**src/rtl/gato_arbitro_turnos.sv**
```systemverilog
// Tic-tac-toe turn arbiter: decides whose turn it is, detects wins and draws,
// and forfeits a turn that runs out of time.
module gato_arbitro_turnos #(
    parameter int unsigned TIEMPO_TURNO = 50_000_000,
    parameter int unsigned ANCHO_T      = 26
) (
    input  logic       clk,
    input  logic       reset,
    input  logic       nuevo_juego,
    input  logic [1:0] guarda_c1,
    input  logic [1:0] guarda_c2,
    input  logic [1:0] guarda_c3,
    input  logic [1:0] guarda_c4,
    input  logic [1:0] guarda_c5,
    input  logic [1:0] guarda_c6,
    input  logic [1:0] guarda_c7,
    input  logic [1:0] guarda_c8,
    input  logic [1:0] guarda_c9,
    input  logic       p1_mm,
    input  logic       p2_mm,
    output logic       turno_p1,
    output logic       turno_p2,
    output logic       gana_p1,
    output logic       gana_p2,
    output logic       empate,
    output logic       fin_juego,
    output logic [3:0] linea_ganadora,
    output logic [3:0] jugadas,
    output logic       tiempo_agotado
);

    localparam int unsigned ANCHO_TAB = 18;
    localparam logic [1:0]  SIMB_P1   = 2'b11;
    localparam logic [1:0]  SIMB_P2   = 2'b01;

    typedef enum logic [2:0] {TURNO_P1, TURNO_P2, ESPERA, EVALUA, FIN} estado_t;

    estado_t estado_q, estado_d;

    logic [ANCHO_TAB-1:0] tab_meta_q, tab_sync_q;
    logic [1:0]           mm_meta_q, mm_sync_q, mm_prev_q;
    logic                 p1_flanco, p2_flanco;

    logic [ANCHO_T-1:0]   timer_q, timer_d;
    logic                 expira;
    logic                 mover_q, mover_d;          // 0 = P1, 1 = P2
    logic [3:0]           jugadas_q, jugadas_d, jugadas_inc;
    logic [3:0]           linea_q, linea_d, linea_enc;
    logic                 turno_p1_q, turno_p1_d, turno_p2_q, turno_p2_d;
    logic                 gana_p1_q, gana_p1_d, gana_p2_q, gana_p2_d;
    logic                 empate_q, empate_d, fin_q, fin_d;
    logic                 tiempo_q, tiempo_d;

    // Cell k (1..9) of the packed board
    function automatic logic [1:0] celda(input logic [ANCHO_TAB-1:0] t, input int k);
        return t[2*(k-1) +: 2];
    endfunction

    // Lowest-numbered line fully held by symbol s, 0 when none
    function automatic logic [3:0] busca_linea(input logic [ANCHO_TAB-1:0] t, input logic [1:0] s);
        logic [7:0] m;
        logic [3:0] r;
        m[0] = (celda(t, 1) == s) && (celda(t, 2) == s) && (celda(t, 3) == s);
        m[1] = (celda(t, 4) == s) && (celda(t, 5) == s) && (celda(t, 6) == s);
        m[2] = (celda(t, 7) == s) && (celda(t, 8) == s) && (celda(t, 9) == s);
        m[3] = (celda(t, 1) == s) && (celda(t, 4) == s) && (celda(t, 7) == s);
        m[4] = (celda(t, 2) == s) && (celda(t, 5) == s) && (celda(t, 8) == s);
        m[5] = (celda(t, 3) == s) && (celda(t, 6) == s) && (celda(t, 9) == s);
        m[6] = (celda(t, 1) == s) && (celda(t, 5) == s) && (celda(t, 9) == s);
        m[7] = (celda(t, 3) == s) && (celda(t, 5) == s) && (celda(t, 7) == s);
        r = 4'd0;
        for (int i = 7; i >= 0; i--) begin
            if (m[i]) r = 4'(i + 1);
        end
        return r;
    endfunction

    // Two-flop synchronisers for the board and move flags, plus edge history
    always_ff @(posedge clk) begin
        if (reset) begin
            tab_meta_q <= '0;
            tab_sync_q <= '0;
            mm_meta_q  <= '0;
            mm_sync_q  <= '0;
            mm_prev_q  <= '0;
        end else begin
            tab_meta_q <= {guarda_c9, guarda_c8, guarda_c7, guarda_c6, guarda_c5,
                           guarda_c4, guarda_c3, guarda_c2, guarda_c1};
            tab_sync_q <= tab_meta_q;
            mm_meta_q  <= {p2_mm, p1_mm};
            mm_sync_q  <= mm_meta_q;
            mm_prev_q  <= mm_sync_q;
        end
    end

    assign p1_flanco   = mm_sync_q[0] & ~mm_prev_q[0];
    assign p2_flanco   = mm_sync_q[1] & ~mm_prev_q[1];
    assign expira      = (timer_q == ANCHO_T'(TIEMPO_TURNO - 1));
    assign jugadas_inc = (jugadas_q >= 4'd9) ? 4'd9 : jugadas_q + 4'd1;
    assign linea_enc   = busca_linea(tab_sync_q, mover_q ? SIMB_P2 : SIMB_P1);

    // State register
    always_ff @(posedge clk) begin
        if (reset) estado_q <= TURNO_P1;
        else       estado_q <= estado_d;
    end

    // Next-state logic; a move edge takes precedence over timer expiry
    always_comb begin
        estado_d = estado_q;
        if (nuevo_juego) begin
            estado_d = TURNO_P1;
        end else begin
            case (estado_q)
                TURNO_P1: if (p1_flanco) estado_d = ESPERA;
                          else if (expira) estado_d = TURNO_P2;
                TURNO_P2: if (p2_flanco) estado_d = ESPERA;
                          else if (expira) estado_d = TURNO_P1;
                ESPERA:   estado_d = EVALUA;
                EVALUA:   if ((linea_enc != 4'd0) || (jugadas_inc == 4'd9)) estado_d = FIN;
                          else estado_d = mover_q ? TURNO_P1 : TURNO_P2;
                FIN:      estado_d = FIN;
                default:  estado_d = TURNO_P1;
            endcase
        end
    end

    // Output and datapath next values
    always_comb begin
        timer_d    = timer_q;
        mover_d    = mover_q;
        jugadas_d  = jugadas_q;
        linea_d    = linea_q;
        gana_p1_d  = gana_p1_q;
        gana_p2_d  = gana_p2_q;
        empate_d   = empate_q;
        tiempo_d   = 1'b0;
        if (nuevo_juego) begin
            timer_d   = '0;
            mover_d   = 1'b0;
            jugadas_d = 4'd0;
            linea_d   = 4'd0;
            gana_p1_d = 1'b0;
            gana_p2_d = 1'b0;
            empate_d  = 1'b0;
        end else begin
            case (estado_q)
                TURNO_P1, TURNO_P2: begin
                    if ((estado_q == TURNO_P1) ? p1_flanco : p2_flanco) begin
                        mover_d = (estado_q == TURNO_P2);
                    end else if (expira) begin
                        timer_d  = '0;
                        tiempo_d = 1'b1;
                    end else begin
                        timer_d = timer_q + ANCHO_T'(1);
                    end
                end
                EVALUA: begin
                    jugadas_d = jugadas_inc;
                    if (linea_enc != 4'd0) begin
                        linea_d   = linea_enc;
                        gana_p1_d = ~mover_q;
                        gana_p2_d = mover_q;
                    end else if (jugadas_inc == 4'd9) begin
                        empate_d = 1'b1;
                    end else begin
                        timer_d = '0;
                    end
                end
                default: ;
            endcase
        end
        turno_p1_d = (estado_d == TURNO_P1);
        turno_p2_d = (estado_d == TURNO_P2);
        fin_d      = gana_p1_d | gana_p2_d | empate_d;
    end

    // Registered outputs and datapath
    always_ff @(posedge clk) begin
        if (reset) begin
            timer_q    <= '0;
            mover_q    <= 1'b0;
            jugadas_q  <= 4'd0;
            linea_q    <= 4'd0;
            gana_p1_q  <= 1'b0;
            gana_p2_q  <= 1'b0;
            empate_q   <= 1'b0;
            fin_q      <= 1'b0;
            tiempo_q   <= 1'b0;
            turno_p1_q <= 1'b1;
            turno_p2_q <= 1'b0;
        end else begin
            timer_q    <= timer_d;
            mover_q    <= mover_d;
            jugadas_q  <= jugadas_d;
            linea_q    <= linea_d;
            gana_p1_q  <= gana_p1_d;
            gana_p2_q  <= gana_p2_d;
            empate_q   <= empate_d;
            fin_q      <= fin_d;
            tiempo_q   <= tiempo_d;
            turno_p1_q <= turno_p1_d;
            turno_p2_q <= turno_p2_d;
        end
    end

    assign turno_p1       = turno_p1_q;
    assign turno_p2       = turno_p2_q;
    assign gana_p1        = gana_p1_q;
    assign gana_p2        = gana_p2_q;
    assign empate         = empate_q;
    assign fin_juego      = fin_q;
    assign linea_ganadora = linea_q;
    assign jugadas        = jugadas_q;
    assign tiempo_agotado = tiempo_q;

endmodule

```
**config.mk**
```make
export PLATFORM = sky130hd
export DESIGN_NAME = gato_arbitro_turnos
export DESIGN_NICKNAME = d
export VERILOG_FILES = /design/src/rtl/gato_arbitro_turnos.sv
export SDC_FILE = /design/constraint.sdc
export NUM_CORES = 1
export LEC_CHECK = 0
export CAP_MARGIN = 10
export CORE_ASPECT_RATIO = 1.5
export CORE_MARGIN = 3
export CORE_UTILIZATION = 57
export CTS_CLUSTER_SIZE = 25
export DETAILED_ROUTE_END_ITERATION = 10
export PLACE_DENSITY = 0.87
export SLEW_MARGIN = 30
export SYNTH_ARGS = -nofsm -noshare
export SYNTH_HDL_FRONTEND = slang
export SYNTH_SLANG_ARGS = --single-unit
```
**constraint.sdc**
```tcl
create_clock -name clk -period 2.64 [get_ports clk]
set_clock_uncertainty 0.1 [all_clocks]
set_input_delay 0.66 -clock clk [delete_from_list [all_inputs] [get_ports clk]]
set_output_delay 0.66 -clock clk [all_outputs]
set_load 0.01 [all_outputs]
```
==> out/qor.txt, run 1 <==
outcome: complete, no violations
row count: 37
Setup WS pre-CTS: 0.115 ns
critical path peak fanout: 10
Hold Vio Cnt, Final: 0
initial DRC count: 268
CP Buf/Inv Count: 1
clock power share: 40.7%
mapped cell area: 4100 um2
pwr dens: 528 nW/um2
vias: 3607
Critical Path Source Type: flop
FFs w/ async S/R, synth: 0%
Root Driver: clkbuf_8
Setup Viol. Count Final: 0
CP top delay family: compound AO/OA/AOI/OAI gates
count of cell types in the netlist: 69
delay of the slowest cell on the worst path: 0.77 ns
cells after synthesis: 433
WP data arrival: 2.65 ns
final-stage net count: 503
most common library cells after synthesis: 87 x dfxtp_1, 48 x nor2b_1, 40 x nand2_1, 29 x nor2_1, 24 x a21oi_1
synthesis warning total: 0
crit path kind: flop to flop
critical path capture point type: flop
placed insts: 543
most common cell in the netlist: dfxtp_1
die height: 110 um
maximum VDD drop: 668 uV
min Tclk post-route: 2.47 ns
worst slew pin tran: 0.947 ns
P&R area growth vs syn: 16.9%
WL/cell: 17.6 um
worst path cell trace: and3_1 -> and4_1 -> a21oi_1 -> buf_4 -> o21ai_0 -> a311oi_2
most area-hungry cell type in the Yosys netlist: dfxtp_1
Sw Ratio: 22.8%
gr usage total: 26.0%
P_int: 1.95 mW
CP max-delay cell: a21oi_1
latest clock arrival within the worst-skew pair: 0.36 ns
DR pass1 iterations: 7
Clock Path Buffers: 2
RSZ-0062 raised after global routing: false
max-slew violations: 0
layout cells sized above 1: 15.2%
Detailed Place HPWL: 7.05 mm
Initial Util: 59.0%
largest net degree at the start of global routing: 43
Fmax: 405 MHz
Post-Layout Cell Count: 559
Routed WL: 9.84 mm
Remaining DRCs: 0
GRT overflow: 0
CP Data Required Time: 2.82 ns
Max Cap Viol: 0
top cells by area, synth: dfxtp_1 43%, nor2b_1 7.3%, a311oi_2 4.0%
I/O Pins: 38
diode count: 0
EDFF count, synth: 0
setup TNS: 0 ns
Die X: 75.2 um
Synth Area per Inst: 9.46 um2
number of buffers created by CTS: 9
register area share after synthesis: 42.5%
hold crit path type: flop to flop
switching power: 0.577 mW
first-pass GRT wire length: 16.6 mm
Final WS setup: 0.171 ns
Slew HR: 36.8%
# port buffers: 37
core area: 6940 um2
sequential power share: 53.9%
H-tree levels: 3
Post-Synthesis Net Count: 460
vias in the first global route: 3689
Final GP Congestion: 0.903
Layout fillers: 538
TritonCTS Sinks: 87
post-synth top area share: 42.5%
Via density: 6.45
Tcrit/Tclk final: 93.5%
die area: 8260 um2
post-layout util: 69.0%
Logic pwr share: 5.4%
register bit total from synthesis: 87
clock slew seen by the registers of the worst setup and hold paths: 0.09 ns
initial antenna violation count: 0
Leak: 1.74 nW
hold_buf cts: 0
Main synth FF type: dfxtp_1
CTS tree: yes
Post-DRT Antenna Nets: 0
final timing paths:
check / startpoint / to / slack [ns] / cells past startpoint
worst max-delay path: timer_q[13] / timer_q[25] / 0.17 / 6
worst min-delay path: tab_meta_q[9] / tab_sync_q[9] / 0.34 / 1
worst max register to register: timer_q[13] / timer_q[25] / 0.17 / 6
worst min register to register: tab_meta_q[9] / tab_sync_q[9] / 0.34 / 1
worst register-to-register path: stages (launching register included):
cell	delay [ns]
dfxtp_1	0.36
and3_1	0.26
and4_1	0.26
a21oi_1	0.77
buf_4	0.26
o21ai_0	0.11
a311oi_2	0.27
final cells by class:
cell class                 count  area, um2  area share [%]
multi-input combinational    321       2220            46.4
sequential                    87       1740            36.4
tap                           78       97.6            2.04
clock inverter                 6       92.6            1.93
clock buffer                  10        128            2.66
timing repair buffer          54        498            10.4
inverter                       3       11.3           0.235
routing by layer:
metal  share of wire, %  routed length (um)  track usage (%)  up-vias
li1                   -                   -                -     1672
met1                 36                3520             26.3     1705
met2                 54                5270             46.5      181
met3                6.1                 605             6.68       49
met4                4.5                 447             15.5        0
met5                  0                   0                0        -
state kept, by name, summed over array words and instances (netlist names):
register and cells:
empate 1, estado_q 3, fin_juego 1, gana_p1 1, gana_p2 1, jugadas 4
linea_ganadora 4, mm_meta_q 2, mm_prev_q 2, mm_sync_q 2, mover_q 1, tab_meta_q 18
tab_sync_q 18, tiempo_agotado 1, timer_q 26, turno_p1 1, turno_p2 1
through the flow:
| step | hold slack [ns] | power, mW | cell area (um2) |
|---|---|---|---|
| CTS | 0.342 | 2.54 | 4790 |
| detailed placement | 0.322 | 1.53 | 4570 |
| global placement | 0.316 | 1.52 | 4570 |
| floorplan | 0.314 | 1.47 | 4100 |
| finish | 0.339 | 2.53 | 4790 |
| global route | 0.360 | 2.61 | 4790 |
layout by cell type (no fill, tap or decap), drive strengths merged, types with 4 or more instances in the layout:
| master | synthesis | final |
|---|---|---|
| dfxtp | 87 | 87 |
| a211oi | 10 | 10 |
| nand2 | 41 | 41 |
| o21ai | 20 | 20 |
| o31ai | 5 | 5 |
| clkbuf | 15 | 10 |
| nand4 | 4 | 4 |
| a311oi | 11 | 11 |
| buf | 7 | 17 |
| o211ai | 4 | 4 |
| and3 | 6 | 6 |
| nor2 | 29 | 29 |
| nand3 | 20 | 20 |
| nand3b | 8 | 8 |
| nor4 | 7 | 7 |
| clkdlybuf4s50 | 0 | 37 |
| inv | 3 | 5 |
| a41oi | 4 | 4 |
| a31oi | 14 | 14 |
| a21oi | 26 | 26 |
| nand2b | 6 | 6 |
| ha | 4 | 4 |
| nor2b | 48 | 48 |
| or3b | 4 | 4 |
| nor4b | 4 | 4 |
timing repair:
item | 4_1_cts | 5_1_grt
endpoints found under the setup margin | 0 | 29
setup buffers | 0 | 0
gates resized for setup | 0 | 1
power by group through the flow:
stage,logic (mW),registers (mW),clock network [mW]
after CTS,0.137,1.36,1.04
final,0.137,1.36,1.03
after global routing,0.149,1.37,1.09
after floorplan,0.0788,1.39,0
after global placement,0.131,1.39,0
after detailed placement,0.136,1.39,0
cells by family after synthesis:
| group | count (synthesis) | synth area share (%) |
|---|---|---|
| and+or+nand+nor | 199 | 29.3 |
| AOI/OAI and AO/OA | 112 | 22.1 |
| DFF | 87 | 42.5 |
| buffers and inverters | 25 | 3.27 |
| xor gates and xnor gates | 4 | 1.04 |
| adders and majority gates | 4 | 1.22 |
| muxes | 2 | 0.550 |
Note: power is estimated with default switching activity, not from simulation.
==> inputs of run 2 (changes only) <==
- CORE_MARGIN: 3 -> unset
- GPL_TIMING_DRIVEN: unset -> 0
==> run 2 against run 1 <==
Compared with the run above: the run now ends with DRC left; via count barely moved; core utilization increased by 0.50 points; final area is essentially flat; non-clock buffer count grew 7; die area decreased by 8.8%; highest routed layer unchanged.
==> out/qor.txt, run 2 (synthesized netlist as in run 1, its figures left out) <==
Leak: 1.73 nW
CTS tree: yes
Die X: 71.2 um
CP Data Required Time: 2.79 ns
max-slew violations: 0
crit path kind: input pin to flop
critical path peak fanout: 10
H-tree levels: 3
maximum VDD drop: 435 uV
critical path capture point type: flop
Critical Path Source Type: input pin
leading cell type in the layout, fill and taps excluded: dfxtp_1
Final WS setup: 0.148 ns
hold crit path type: flop to flop
Remaining DRCs: 2
Post-Layout Cell Count: 566
Root Driver: clkbuf_8
GRT overflow: 0
largest registers: timer_q: 26 flops, tab_meta_q: 18 flops, tab_sync_q: 18 flops
Pwr Total: 2.42 mW
min Tclk post-route: 2.49 ns
final-stage net count: 510
Tcrit/Tclk final: 94.4%
latest clock arrival within the worst-skew pair: 0.38 ns
P&R area growth vs syn: 17.0%
Slew HR: 48.5%
first-pass GRT wire length: 16.7 mm
die height: 106 um
Clock Path Buffers: 2
initial DRC count: 274
Hold Vio Cnt, Final: 0
RSZ-0062 raised after global routing: false
# port buffers: 37
switching power: 0.622 mW
TritonCTS Sinks: 87
clock power share: 37.7%
Reg with most FFs: timer_q
placed insts: 548
sequential power share: 56.5%
WP data arrival: 2.64 ns
Logic pwr share: 5.8%
core area: 6900 um2
pwr dens: 504 nW/um2
Layout fillers: 540
vias in the first global route: 3594
Max Cap Viol: 0
largest net degree at the start of global routing: 17
vias: 3605
hold_buf cts: 0
Setup Viol. Count Final: 0
Largest register FFs: 26
I/O Pins: 38
die area: 7540 um2
worst slew pin tran: 0.773 ns
post-layout util: 69.5%
DR pass1 iterations: 8
layout cells sized above 1: 14.1%
clock slew seen by the registers of the worst setup and hold paths: 0.09 ns
Fmax: 401 MHz
Via density: 6.37
failing checks: DRC
Setup WS pre-CTS: -0.267 ns
Routed WL: 10.2 mm
P_int: 1.79 mW
number of buffers created by CTS: 9
Sw Ratio: 25.8%
most frequent cells in the layout: 87 x dfxtp_1, 48 x nor2b_1, 39 x nand2_1
Detailed Place HPWL: 7.19 mm
outcome: finished, violations left
WL/cell: 18.0 um
gr usage total: 28.6%
row count: 37
initial antenna violation count: 0
Post-DRT Antenna Nets: 0
diode count: 0
Final GP Congestion: 0.911
Initial Util: 59.4%
==> run 2: cell count changes in the layout (fill, tap and decap cells not counted), sizes merged <==
cell,before,now
clkinv,1,3
bufinv,2,0
clkinvlp,1,0
clkbuf,10,25
buf,17,9
inv,5,6
==> run 2: per-stage QoR <==
step / hold WS [ns] / area [um2] / setup TNS (ns)
5_1_grt: 0.362 / 4790 / 0
6_report: 0.341 / 4790 / 0
2_1_floorplan: 0.314 / 4100 / 0
4_1_cts: 0.344 / 4750 / 0
3_5_place_dp: 0.324 / 4570 / -2.40
3_3_place_gp: 0.317 / 4570 / -1.70
==> run 2: worst max-delay path, stage by stage <==
cell	delay [ns]
clkdlybuf4s50_1	0.65
or2_2	0.19
clkbuf_1	0.58
clkbuf_1	0.44
nor2_1	0.12
==> run 2: layout make-up <==
type                       instances  area [um2]  share of cell area [%]
inverter                           3        11.3                   0.235
sequential                        87        1740                    36.3
multi-input combinational        321        2250                    46.9
timing repair buffer              39         385                    8.04
tap                               78        97.6                    2.04
clock inverter                     6        51.3                    1.07
buffer                            22         123                    2.56
clock buffer                      10         138                    2.87
==> run 2: power by group through the flow <==
stage	Combinational, mW	Sequential (mW)	Clock, mW
CTS	0.139	1.36	0.905
floorplan	0.0788	1.39	0
detailed placement	0.137	1.39	0
global placement	0.133	1.39	0
finish	0.140	1.36	0.911
global route	0.152	1.37	0.973
==> run 2: layer usage <==
| metal | global-route usage, % | vias to the layer above | wire length, um |
|---|---|---|---|
| met2 | 51.9 | 155 | 5520 |
| met3 | 4.78 | 50 | 408 |
| met1 | 29.1 | 1711 | 3680 |
| met4 | 19.7 | 0 | 560 |
| met5 | 0 | - | 0 |
| li1 | - | 1689 | - |
==> run 2: path summary, 6_finish.rpt <==
check | startpoint | end | slack, ns | depth (start not counted)
setup / recovery | reset | jugadas[2] | 0.15 | 5
hold reg to reg | tab_meta_q[5] | tab_sync_q[5] | 0.34 | 1
hold / removal | tab_meta_q[5] | tab_sync_q[5] | 0.34 | 1
setup reg to reg | timer_q[1] | turno_p1 | 0.15 | 7
==> run 2: repair_timing <==
action                                 4_1_cts  5_1_grt
endpoints found under the hold margin        0        0
gates resized for setup                      0        5
setup endpoints to repair                    0       15
setup buffers                                0        2
==> inputs of run 3 (changes only) <==
- CORE_UTILIZATION: 57 -> 61
- PLACE_DENSITY: 0.87 -> 0.92
- clock period: 2.64 -> 3.1 ns (I/O delays scaled with it)
==> run 3 against run 2 <==
Compared with the run above: the run now ends clean; first-iteration DRC count down 5.5%; count of clock-buffer cells in the layout down 1; die area is 6.4% lower; global-route usage is 1.2 points higher; non-clock buffer count is 2 lower; largest power group unchanged; clock power is essentially flat; critical path depth increased by 2; wire length fell by 3.2%; hold slack about the same.
==> out/qor.txt, run 3 (synthesized netlist as in run 1, its figures left out) <==
outcome: complete, no violations
I/O Pins: 38
FF+latch area: 1740 um2
hold depth: 1
number of buffers created by CTS: 9
H-tree levels: 3
CP Data Required Time: 3.30 ns
core area: 6490 um2
DR pass1 iterations: 5
vias in the first global route: 3509
final-stage net count: 508
Layout fillers: 480
Fmax: 385 MHz
critical path capture point type: flop
Pwr Total: 2.19 mW
largest registers: timer_q: 26 flops, tab_meta_q: 18 flops, tab_sync_q: 18 flops
max-slew violations: 0
latest clock arrival within the worst-skew pair: 0.37 ns
P&R area growth vs syn: 17.1%
die area: 7060 um2
initial antenna violation count: 0
Post-DP Area: 4560 um2
RSZ-0062 raised after global routing: false
leading cell type in the layout, fill and taps excluded: dfxtp_1
CTS resizes: 0
FF-to-FF path depth: 7
Final GP Congestion: 0.905
worst slew pin tran: 0.807 ns
Post-DRT Antenna Nets: 0
TritonCTS Sinks: 87
WP data arrival: 2.80 ns
row count: 36
Remaining DRCs: 0
Via density: 6.49
Reg with most FFs: timer_q
Tcrit/Tclk final: 83.9%
Largest register FFs: 26
Worst R2R Setup Slack: 0.50 ns
hold crit path type: flop to flop
area occupied by multi-input gates: 2220 um2
pwr dens: 457 nW/um2
clock slew seen by the registers of the worst setup and hold paths: 0.10 ns
WL/cell: 17.5 um
Routed WL: 9.84 mm
setup TNS: 0 ns
Root Driver: clkbuf_8
Worst Hold End: tab_sync_q[13]
CTS tree: yes
# port buffers: 37
Slew HR: 46.2%
hold_sp: tab_meta_q[13]
crit path kind: flop to flop
first-pass GRT wire length: 15.4 mm
diode count: 0
Leak: 1.72 nW
R2R Path End: turno_p1
Hold Vio Cnt, Final: 0
Final WS setup: 0.499 ns
most frequent cells in the layout: 87 x dfxtp_1, 48 x nor2b_1, 40 x nand2_1
Max Cap Viol: 0
Design Area, Final: 4800 um2
gr usage total: 29.8%
Fin Hold WS: 0.342 ns
largest net degree at the start of global routing: 18
layout cells sized above 1: 13.0%
Die X: 68.9 um
Critical Path Source Type: flop
maximum VDD drop: 487 uV
Detailed Place HPWL: 7.19 mm
die height: 102 um
vias: 3645
Setup Viol. Count Final: 0
min Tclk post-route: 2.60 ns
GRT overflow: 0
Clock Path Buffers: 2
initial DRC count: 259
Setup WS pre-CTS: 0.156 ns
Initial Util: 63.2%
post-CTS setup buffers: 0
reg2reg start: timer_q[0]
critical path peak fanout: 9
hold_buf cts: 0
[run 3: critical path, cell delays in order, from the launching register on]
cell	delay (ns)
dfxtp_1	0.44
ha_1	0.24
nand3_1	0.23
nor4_2	0.47
nand2_1	0.34
a2bb2oi_1	0.28
a2bb2oi_2	0.21
a31o_1	0.22
[run 3: layer usage]
metal | wire [um] | vias to the layer above | GRT usage (%)
li1 | - | 1693 | -
met1 | 3460 | 1720 | 27.2
met2 | 5330 | 170 | 53.0
met3 | 474 | 62 | 8.48
met4 | 579 | 0 | 22.9
met5 | 0 | - | 0
[run 3: worst max-delay path by stage]
stage / end / cells past startpoint / slack (ns) / from
floorplan: timer_q[10] / 8 / 1.01 / jugadas[1]
global placement: jugadas[3] / 5 / 0.22 / reset
detailed placement: jugadas[3] / 5 / 0.16 / reset
CTS: jugadas[3] / 5 / 0.55 / reset
global route: turno_p1 / 7 / 0.43 / timer_q[1]
finish: turno_p1 / 7 / 0.50 / timer_q[0]
[run 3: power breakdown]
part	leakage [nW]	switching, mW	total, mW	internal [mW]
Sequential	0.710	0.0178	1.16	1.14
Combinational	0.893	0.0609	0.118	0.0566
Clock	0.115	0.443	0.914	0.471
[run 3: cell type report]
cell class	count	area share [%]
Buffer	22	2.55
Clock buffer	9	2.58
Clock inverter	7	2.35
Inverter	3	0.235
Multi-Input combinational cell	321	46.3
Sequential cell	87	36.3
Tap cell	76	1.98
Timing Repair Buffer	37	7.72
[run 3: metrics by stage]
stage | std cells | util, %
after global routing | 562 | 74.0
final | 562 | 74.0
after global placement | 546 | 70.4
after detailed placement | 546 | 70.4
after CTS | 562 | 74.0
after floorplan | 433 | -
